--- src/rtl/warpv_byte_streamer.sv ---
// warpv_byte_streamer: chip-to-host byte streaming port for tt_um_warpv.
// The core pushes 32-bit words into a DEPTH-entry FIFO. The FSM sends each
// word on uo_data one byte at a time, least significant byte first.
// Each byte is qualified by a 4-phase strb/ack handshake.
// Optional build macro: WARPV_STREAM_HDR_EN. When defined, a 0xA5 header
// byte is sent before the four data bytes of every word.
//
// Handshake semantics:
//   - Write side: a word is accepted on any rising edge where
//     wr_valid && wr_ready. wr_ready depends only on the FIFO count, never
//     on wr_valid.
//   - Host side: strb rises with a byte already stable on uo_data. The host
//     raises ack, and strb then falls. The host drops ack, and only then is
//     the next byte (or idle) presented.
//   - ack is synchronised through two flops. Only the synchronised copy is
//     used.
module warpv_byte_streamer #(
  parameter int DEPTH = 4
) (
  input  logic        clk,
  input  logic        rst_n,
  input  logic        ena,
  input  logic        wr_valid,
  input  logic [31:0] wr_data,
  output logic        wr_ready,
  output logic [7:0]  uo_data,
  output logic        strb,
  input  logic        ack,
  output logic        busy
);

  localparam int AW = $clog2(DEPTH);
  localparam logic [AW:0] FULL_COUNT = (AW+1)'(DEPTH);

`ifdef WARPV_STREAM_HDR_EN
  localparam int NBYTES = 5;
`else
  localparam int NBYTES = 4;
`endif
  localparam logic [2:0] LAST_IDX = 3'(NBYTES - 1);

  typedef enum logic [1:0] {
    ST_IDLE    = 2'd0,
    ST_DRIVE   = 2'd1,
    ST_RELEASE = 2'd2
  } state_t;

  state_t      state, state_nxt;
  logic [2:0]  idx, idx_nxt;

  logic [31:0]   mem [DEPTH];
  logic [AW-1:0] wr_ptr, rd_ptr;
  logic [AW:0]   count;
  logic          push, pop;
  logic [31:0]   head;
  logic [7:0]    cur_byte;

  logic ack_m, ack_s;

  // Two-flop synchroniser for the host acknowledge
  always_ff @(posedge clk or negedge rst_n) begin
    if (!rst_n) begin
      ack_m <= 1'b0;
      ack_s <= 1'b0;
    end else begin
      ack_m <= ack;
      ack_s <= ack_m;
    end
  end

  assign wr_ready = (count != FULL_COUNT);
  assign push     = wr_valid && wr_ready;
  assign head     = mem[rd_ptr];

  // FIFO storage. It needs no reset because count gates every read.
  always_ff @(posedge clk) begin
    if (push) mem[wr_ptr] <= wr_data;
  end

  // FIFO pointers and occupancy. A push and a pop together cancel out.
  always_ff @(posedge clk or negedge rst_n) begin
    if (!rst_n) begin
      wr_ptr <= '0;
      rd_ptr <= '0;
      count  <= '0;
    end else begin
      if (push) wr_ptr <= wr_ptr + 1'b1;
      if (pop)  rd_ptr <= rd_ptr + 1'b1;
      case ({push, pop})
        2'b10:   count <= count + 1'b1;
        2'b01:   count <= count - 1'b1;
        default: count <= count;
      endcase
    end
  end

  // State and byte-index register
  always_ff @(posedge clk or negedge rst_n) begin
    if (!rst_n) begin
      state <= ST_IDLE;
      idx   <= 3'd0;
    end else begin
      state <= state_nxt;
      idx   <= idx_nxt;
    end
  end

  // Next-state logic. The head is popped only when the last byte's ack falls.
  always_comb begin
    state_nxt = state;
    idx_nxt   = idx;
    pop       = 1'b0;
    case (state)
      ST_IDLE: begin
        if (ena && (count != '0) && !ack_s) begin
          state_nxt = ST_DRIVE;
          idx_nxt   = 3'd0;
        end
      end
      ST_DRIVE: begin
        if (ack_s) state_nxt = ST_RELEASE;
      end
      ST_RELEASE: begin
        if (!ack_s) begin
          if (idx != LAST_IDX) begin
            idx_nxt   = idx + 3'd1;
            state_nxt = ST_DRIVE;
          end else begin
            idx_nxt   = 3'd0;
            pop       = 1'b1;
            state_nxt = ST_IDLE;
          end
        end
      end
      default: begin
        state_nxt = ST_IDLE;
        idx_nxt   = 3'd0;
      end
    endcase
  end

  // Select the byte at position idx, in little-endian order after the optional header
  always_comb begin
    cur_byte = 8'h00;
`ifdef WARPV_STREAM_HDR_EN
    case (idx)
      3'd0:    cur_byte = 8'hA5;
      3'd1:    cur_byte = head[7:0];
      3'd2:    cur_byte = head[15:8];
      3'd3:    cur_byte = head[23:16];
      3'd4:    cur_byte = head[31:24];
      default: cur_byte = 8'h00;
    endcase
`else
    case (idx)
      3'd0:    cur_byte = head[7:0];
      3'd1:    cur_byte = head[15:8];
      3'd2:    cur_byte = head[23:16];
      3'd3:    cur_byte = head[31:24];
      default: cur_byte = 8'h00;
    endcase
`endif
  end

  // Outputs decoded from the state. The head entry cannot change while a
  // word is in flight, so uo_data changes only when strb rises or on the
  // return to idle.
  always_comb begin
    strb    = (state == ST_DRIVE);
    uo_data = (state == ST_IDLE) ? 8'h00 : cur_byte;
    busy    = (state != ST_IDLE) || (count != '0);
  end

endmodule
--- config.mk ---
export PLATFORM = sky130hd
export DESIGN_NAME = warpv_byte_streamer
export DESIGN_NICKNAME = d
export VERILOG_FILES = /design/src/rtl/warpv_byte_streamer.sv
export SDC_FILE = /design/constraint.sdc
export NUM_CORES = 1
export LEC_CHECK = 0
export ABC_AREA = 1
export ABC_CLOCK_PERIOD_IN_PS = 7350
export CAP_MARGIN = 20
export CORE_MARGIN = 1.5
export CORE_UTILIZATION = 44
export DETAILED_ROUTE_END_ITERATION = 8
export GPL_TIMING_DRIVEN = 0
export PLACE_DENSITY = 0.6
export SYNTH_ARGS = -nofsm -noshare
export SYNTH_HDL_FRONTEND = slang
export SYNTH_SLANG_ARGS = --single-unit
--- constraint.sdc ---
create_clock -name clk -period 7.35 [get_ports clk]
set_input_delay 1.47 -clock clk [delete_from_list [all_inputs] [get_ports clk]]
set_output_delay 1.47 -clock clk [all_outputs]
set_load 0.02 [all_outputs]
After elaboration in Yosys (flattened, before gate mapping)
Memories as Yosys holds them, arrays and structs flattened.
Index checks and enable logic that the tools add are counted.
Widths: inputs -> output; s select.
{"block": "classes", "n_addsub": 5, "bitwise": 1, "n_eq_ne": 12, "reduce_logical": 12, "mux": 17}
{"op": "$pmux 8 s4", "count": 1}
{"op": "$mux 3", "count": 3}
{"op": "$pmux 3 s3", "count": 1}
{"op": "$mux 8", "count": 1}
{"op": "$add 3x1->3 const B", "count": 2}
{"op": "$eq 3x2->1 const B", "count": 2}
{"op": "$mux 1", "count": 6}
{"op": "$mux 2", "count": 3}
{"op": "$pmux 2 s3", "count": 1}
{"op": "$pmux 3 s2", "count": 1}
{"op": "$reduce_and 3->1", "count": 2}
{"op": "$add 2x1->2 const B", "count": 2}
{"op": "$eq 2x1->1 const B", "count": 2}
{"op": "$eq 2x2->1 const B", "count": 2}
{"op": "$ne 2x2->1 const B", "count": 2}
{"op": "$reduce_bool 2->1", "count": 2}
{"op": "$eq 3x1->1 const B", "count": 1}
{"op": "$logic_and 1x1->1", "count": 3}
{"op": "$logic_not 3->1", "count": 1}
{"op": "$ne 3x2->1 const B", "count": 1}
{"op": "$ne 3x3->1 const B", "count": 1}
{"op": "$reduce_bool 3->1", "count": 1}
{"op": "$sub 3x1->3 const B", "count": 1}
{"op": "$logic_not 2->1", "count": 1}
{"op": "4 further kinds", "count": 4}
{"block": "word_totals", "regBits": 14, "output_inout_bits": 11, "word_cells": 55, "mem_count": 1, "in_bits": 37, "mem_bits_rw": 128}
{"name": "mem", "words": 4, "width": 32, "rd": 1, "rd_ports_with_merged_regs": 0, "wr": 1, "line_no": "51", "text": "logic [31:0] mem [DEPTH];"}

Logic depth before layout (Yosys ltp)
Gate-level depths: netlist of the first run.
{"block": "logic_depth", "depth_word": 6, "depth_mapped": 11, "ltp_nobuf": 11}

Worst setup path before layout of the first run
No wires, ideal clock.
{"block": "synth_path", "path_kind": "in2reg", "from": "input port wr_valid", "to": "memory mem[0][0], enable pin", "setup_time_ps": 421, "arrival_ps": 3014, "setup_slack_ps": 3915, "required_time_ps": 6929, "n_path_buf": 0, "cell_stages": 2, "cell_sequence": "nand2_1 > nor2_1"}
{"block": "synth_between", "elab_chain_cells": 3}
{"item": "start: declaration", "line_no": "23", "text": "input logic wr_valid,"}
{"item": "$logic_and 1x1->1", "line_no": "72", "text": "assign push = wr_valid && wr_ready;"}
{"item": "$mux 1", "line_no": "77", "text": "if (push) mem[wr_ptr] <= wr_data;"}
{"item": "$mux 1 (not written as such)", "line_no": "77"}
{"item": "end: declaration", "line_no": "51"}
Every way passes these cells.

Final worst setup path of the first run
{"block": "layout_path", "from": "register idx[0]", "to": "output port uo_data[1]"}
{"block": "layout_between", "elab_chain_cells": 3, "elab_cells_between_ends": 6, "cone_classes": "eq/ne (3); mux (2); reduce/logical (1)"}
{"item": "start: declaration", "line_no": "49", "text": "logic [2:0] idx, idx_nxt;"}
{"item": "start signal: assignment", "line_no": "104", "text": "idx <= idx_nxt;"}
{"item": "$eq 3x2->1, or another cell as far along", "line_no": "155", "text": "case (idx)"}
{"item": "$pmux 8 s4 *", "line_no": "155"}
{"item": "$mux 8 *", "line_no": "170", "text": "uo_data = (state == ST_IDLE) ? 8'h00 : cur_byte;"}
{"item": "end: declaration", "line_no": "26", "text": "output logic [7:0] uo_data,"}
Every way passes the cells marked *; elsewhere a longest branch is shown, timed or not.

==> summary.md, run 1 <==
| Metric | Value |
|---|---|
| TritonCTS buffer count | `17` |
| Cell area after layout | `7830 sq um` |
| Number of inserted diodes | `0` |
| Iteration-0 DRC count of the detailed router | `239` |
| Number of filler cells placed in the layout | `1256` |
| Top cells by area in the synthesized netlist | `edfxtp_1, nand2_1, inv_1` |
| Synthesized area per cell | `9.86 sq um` |
| Endpoint arrival time on the critical path | `2.87 ns` |
| Complex-gate fraction of the synthesized area | `0.947%` |
| Xor/xnor share of the synthesized area | `0.541%` |
| Relative slew margins | `50.7%` |
| Number of clock sinks | `142` |
| Period minus WS final | `4.34 ns` |
| Layout cells sized above 1 | `8.93%` |
| Flop and latch count out of synthesis | `142` |
| Clock-pin transition on the worst setup and hold timing paths | `0.06 ns` |
| Gpl congestion | `0.797` |
| Main combinational cell family by area after synthesis | `simple AND/OR/NAND/NOR gates` |
| Number of gates given a new drive strength after cts | `0` |
| Vias in the first global route | `4452` |
| Fraction of power consumed by sequential logic | `44.6%` |
| Number of hold violations in the final report | `0` |
| Vertical die dimension | `124 microns` |
| Overall overflow remaining after global route | `0` |
| Unrepaired setup endpoints after global routing | `no` |
| Placeable Area | `14500 sq um` |
| Final setup violating endpoints | `0` |
| Effective utilization at floorplan | `44.7%` |
| Most frequent standard cell in the layout excluding fill and tap cells | `nand2_1` |
| Synth Area in Adders | `2.05%` |
| Count of nets left with antenna violations after detail routing | `0` |
| Final routed wire length divided by cell count | `15.3 microns` |
| Syn nets | `704` |
| Top cell type's share of synthesized area | `59.4%` |
| Die span in x | `124 microns` |
| Switching Share | `30.3%` |
| Total count of max-transition violations in the final report | `0` |
| Total of warnings raised by yosys | `0` |
| Wire length after detailed routing | `14.2 mm` |
| HPWL after detailed placement | `9.43 mm` |
| Cell with the largest stage delay on the worst path | `clkdlybuf4s50_1` |
| Combined buffer and inverter count along the critical path | `3` |
| Overall fraction of global-route tracks in use | `19.8%` |
| Static Leakage | `0.00355 uW` |
| Count of nets after finishing | `774` |
| Vias post-DR | `4312` |
| Cell area after technology mapping | `6480 sq um` |
| Portion of netlist area occupied by mux cells | `0%` |
| Slew @ Worst Pin | `0.737 ns` |
| Quantity of hold-fixing buffers added after cts | `0` |
| P per Cell Area | `315 nW/um^2` |
| Highest fanout seen on the critical path | `8` |
| H-tree Lvls | `4` |
| FMAX | `231 MHz` |
| Core utilization of the finished layout | `54.1%` |
| Global-route wire length before repair | `23.2 mm` |
| Tcrit/Tclk final | `59.0%` |
| Sequential-to-total area share from yosys stat | `64.8%` |
| Worst hold margin | `0.358 ns` |
| Post-CTS setup buffer count | `0` |
| Post-Route Skew | `0.0107 ns` |
| Number of different library cells in the post-synthesis netlist | `26` |
| Layout Area Growth over Synthesis | `21.0%` |
| Max-cap check violation count | `0` |
| Number of port buffers | `47` |
| Number of vias per cell | `4.67` |
| Ordered list of cells on the worst path | `inv_1 > ha_1 > inv_1 > nor2_1 > nand2_1 > nand2_1 > nor2_1 > nor2_1 > clkdlybuf4s50_1` |
| Largest net degree at the start of global routing | `24` |
| Core Rows | `44` |
| Clock insertion delay at the later pin of the skew report | `0.42 ns` |
| Antenna violations before repair | `0` |
| Final TNS setup | `0 ns` |
| Clock network power share | `32.1%` |
| Area of the die | `15500 sq um` |
| Data required, critical path | `5.88 ns` |
| Post-synthesis instance total | `657` |
| Net Switching | `747 uW` |
| Setup crit end kind | `primary output` |
| Portion of total power attributed to combinational logic | `23.3%` |
| CP Class | `flop to primary output` |
| Run status | `complete, no violations` |
| Cell seen most often among critical-path stages | `nor2_1` |
| IR drop worst, VDD | `175 uV` |
| Setup crit start kind | `flop` |
| Pre-antenna DRT Iters | `5` |
| CTS tree | `done` |
| Max incr delay on CP | `0.63 ns` |
| Dominant delay contributor by cell family on the critical path | `simple AND/OR/NAND/NOR gates` |
| Total internal power | `1720 uW` |
| Cell chosen for the clock root | `clkbuf_16` |
| I/O pins | `48` |
| Overall power | `2470 uW` |
| Placed inst area | `7290 sq um` |
| DRC violations left | `0` |
| Simple logic cell fraction of the synthesized area | `20.1%` |
| Cell type with the highest aggregate area in the netlist | `edfxtp_1` |
| Hold WC Path Type | `flop to flop` |
| Highest-count cells in the layout ignoring fill and taps | `nand2_1, inv_1, edfxtp_1, nand3_1, clkdlybuf4s50_1` |
| Clock buffer depth | `2` |
state kept, by name, summed over array words and instances (netlist names):
name / cells
mem: 128
ack_s: 1
rd_ptr: 2
idx: 3
wr_ptr: 2
count: 3
state: 2
ack_m: 1
routing by layer:
| layer | vias to the layer above | GRT usage (%) | routed length, microns |
|---|---|---|---|
| li1 | 2174 | - | - |
| met1 | 2013 | 25.2 | 6060 |
| met2 | 107 | 33.3 | 7100 |
| met3 | 18 | 4.12 | 717 |
| met4 | 0 | 7.84 | 267 |
| met5 | - | 0 | 0 |
kinds of logic (layout without fill, tap and decap cells):
kind of cell | after synthesis | in the layout
compound gates | 10 | 10
simple gates | 317 | 317
flops | 142 | 142
buf+inv | 174 | 256
fa+ha+maj | 10 | 10
xor+xnor | 4 | 4
metrics by stage:
stage               setup WS, ns  std cells
floorplan                   3.91        657
global placement            2.05        888
detailed placement          3.51        892
CTS                         3.05        923
global route                2.89        923
finish                      3.01        923
synthesized netlist by cell type, drive strengths merged:
cell type / count
clkinv: 1
dfrtp: 14
nand4: 1
o21a: 1
edfxtp: 128
xnor2: 1
nand2: 213
a21oi: 2
buf: 21
o21ai: 5
o22ai: 1
nor2: 33
fa: 1
inv: 152
nor3: 1
ha: 9
nand3: 69
xor2: 3
a22oi: 1
power by group through the flow:
stage	registers [uW]	logic [uW]	clock network, uW
5_1_grt	1110	641	836
3_5_place_dp	1120	579	0
4_1_cts	1100	582	803
6_report	1100	576	793
2_1_floorplan	1110	334	0
3_3_place_gp	1130	528	0
final timing paths:
kind	start	to	slack (ns)	cells after the start
worst min-delay path	ack_m	ack_s	0.36	0
worst min register to register	ack_m	ack_s	0.36	0
max in group asynchronous	rst_n	count[1]	5.46	1
worst max register to register	idx[0]	count[2]	5.11	11
worst max-delay path	idx[0]	uo_data[1]	3.01	9
min in group asynchronous	rst_n	rd_ptr[0]	1.46	1
final cells by class:
type                    instances  area [sq um]  share of cell area, %
flip-flops and latches        142          4190                   53.5
multi-input cells             341          1560                   19.9
inverters                     153           574                   7.33
repair buffers                 51           551                   7.03
clock buffers                  18           429                   5.48
well taps                     184           230                   2.94
plain buffers                  21           176                   2.25
clock inverters                13           118                   1.50
Power figures use the tool's default switching activity.
==> inputs of run 2 (changes only) <==
ABC_CLOCK_PERIOD_IN_PS = 4200   (was 7350)
clock period = 4.2 ns   (was 7.35 ns; I/O delays follow)
==> results of run 2 <==
Same layout as run 1 (identical final DEF). Status: complete, no violations.
Main changes from that run: setup slack after placement 3.51 ns -> 0.992 ns; setup slack after layout 3.01 ns -> 0.495 ns; register-to-register setup slack 5.11 ns -> 1.96 ns; total power 2470 uW -> 4320 uW; worst IR drop on VDD 175 uV -> 305 uV
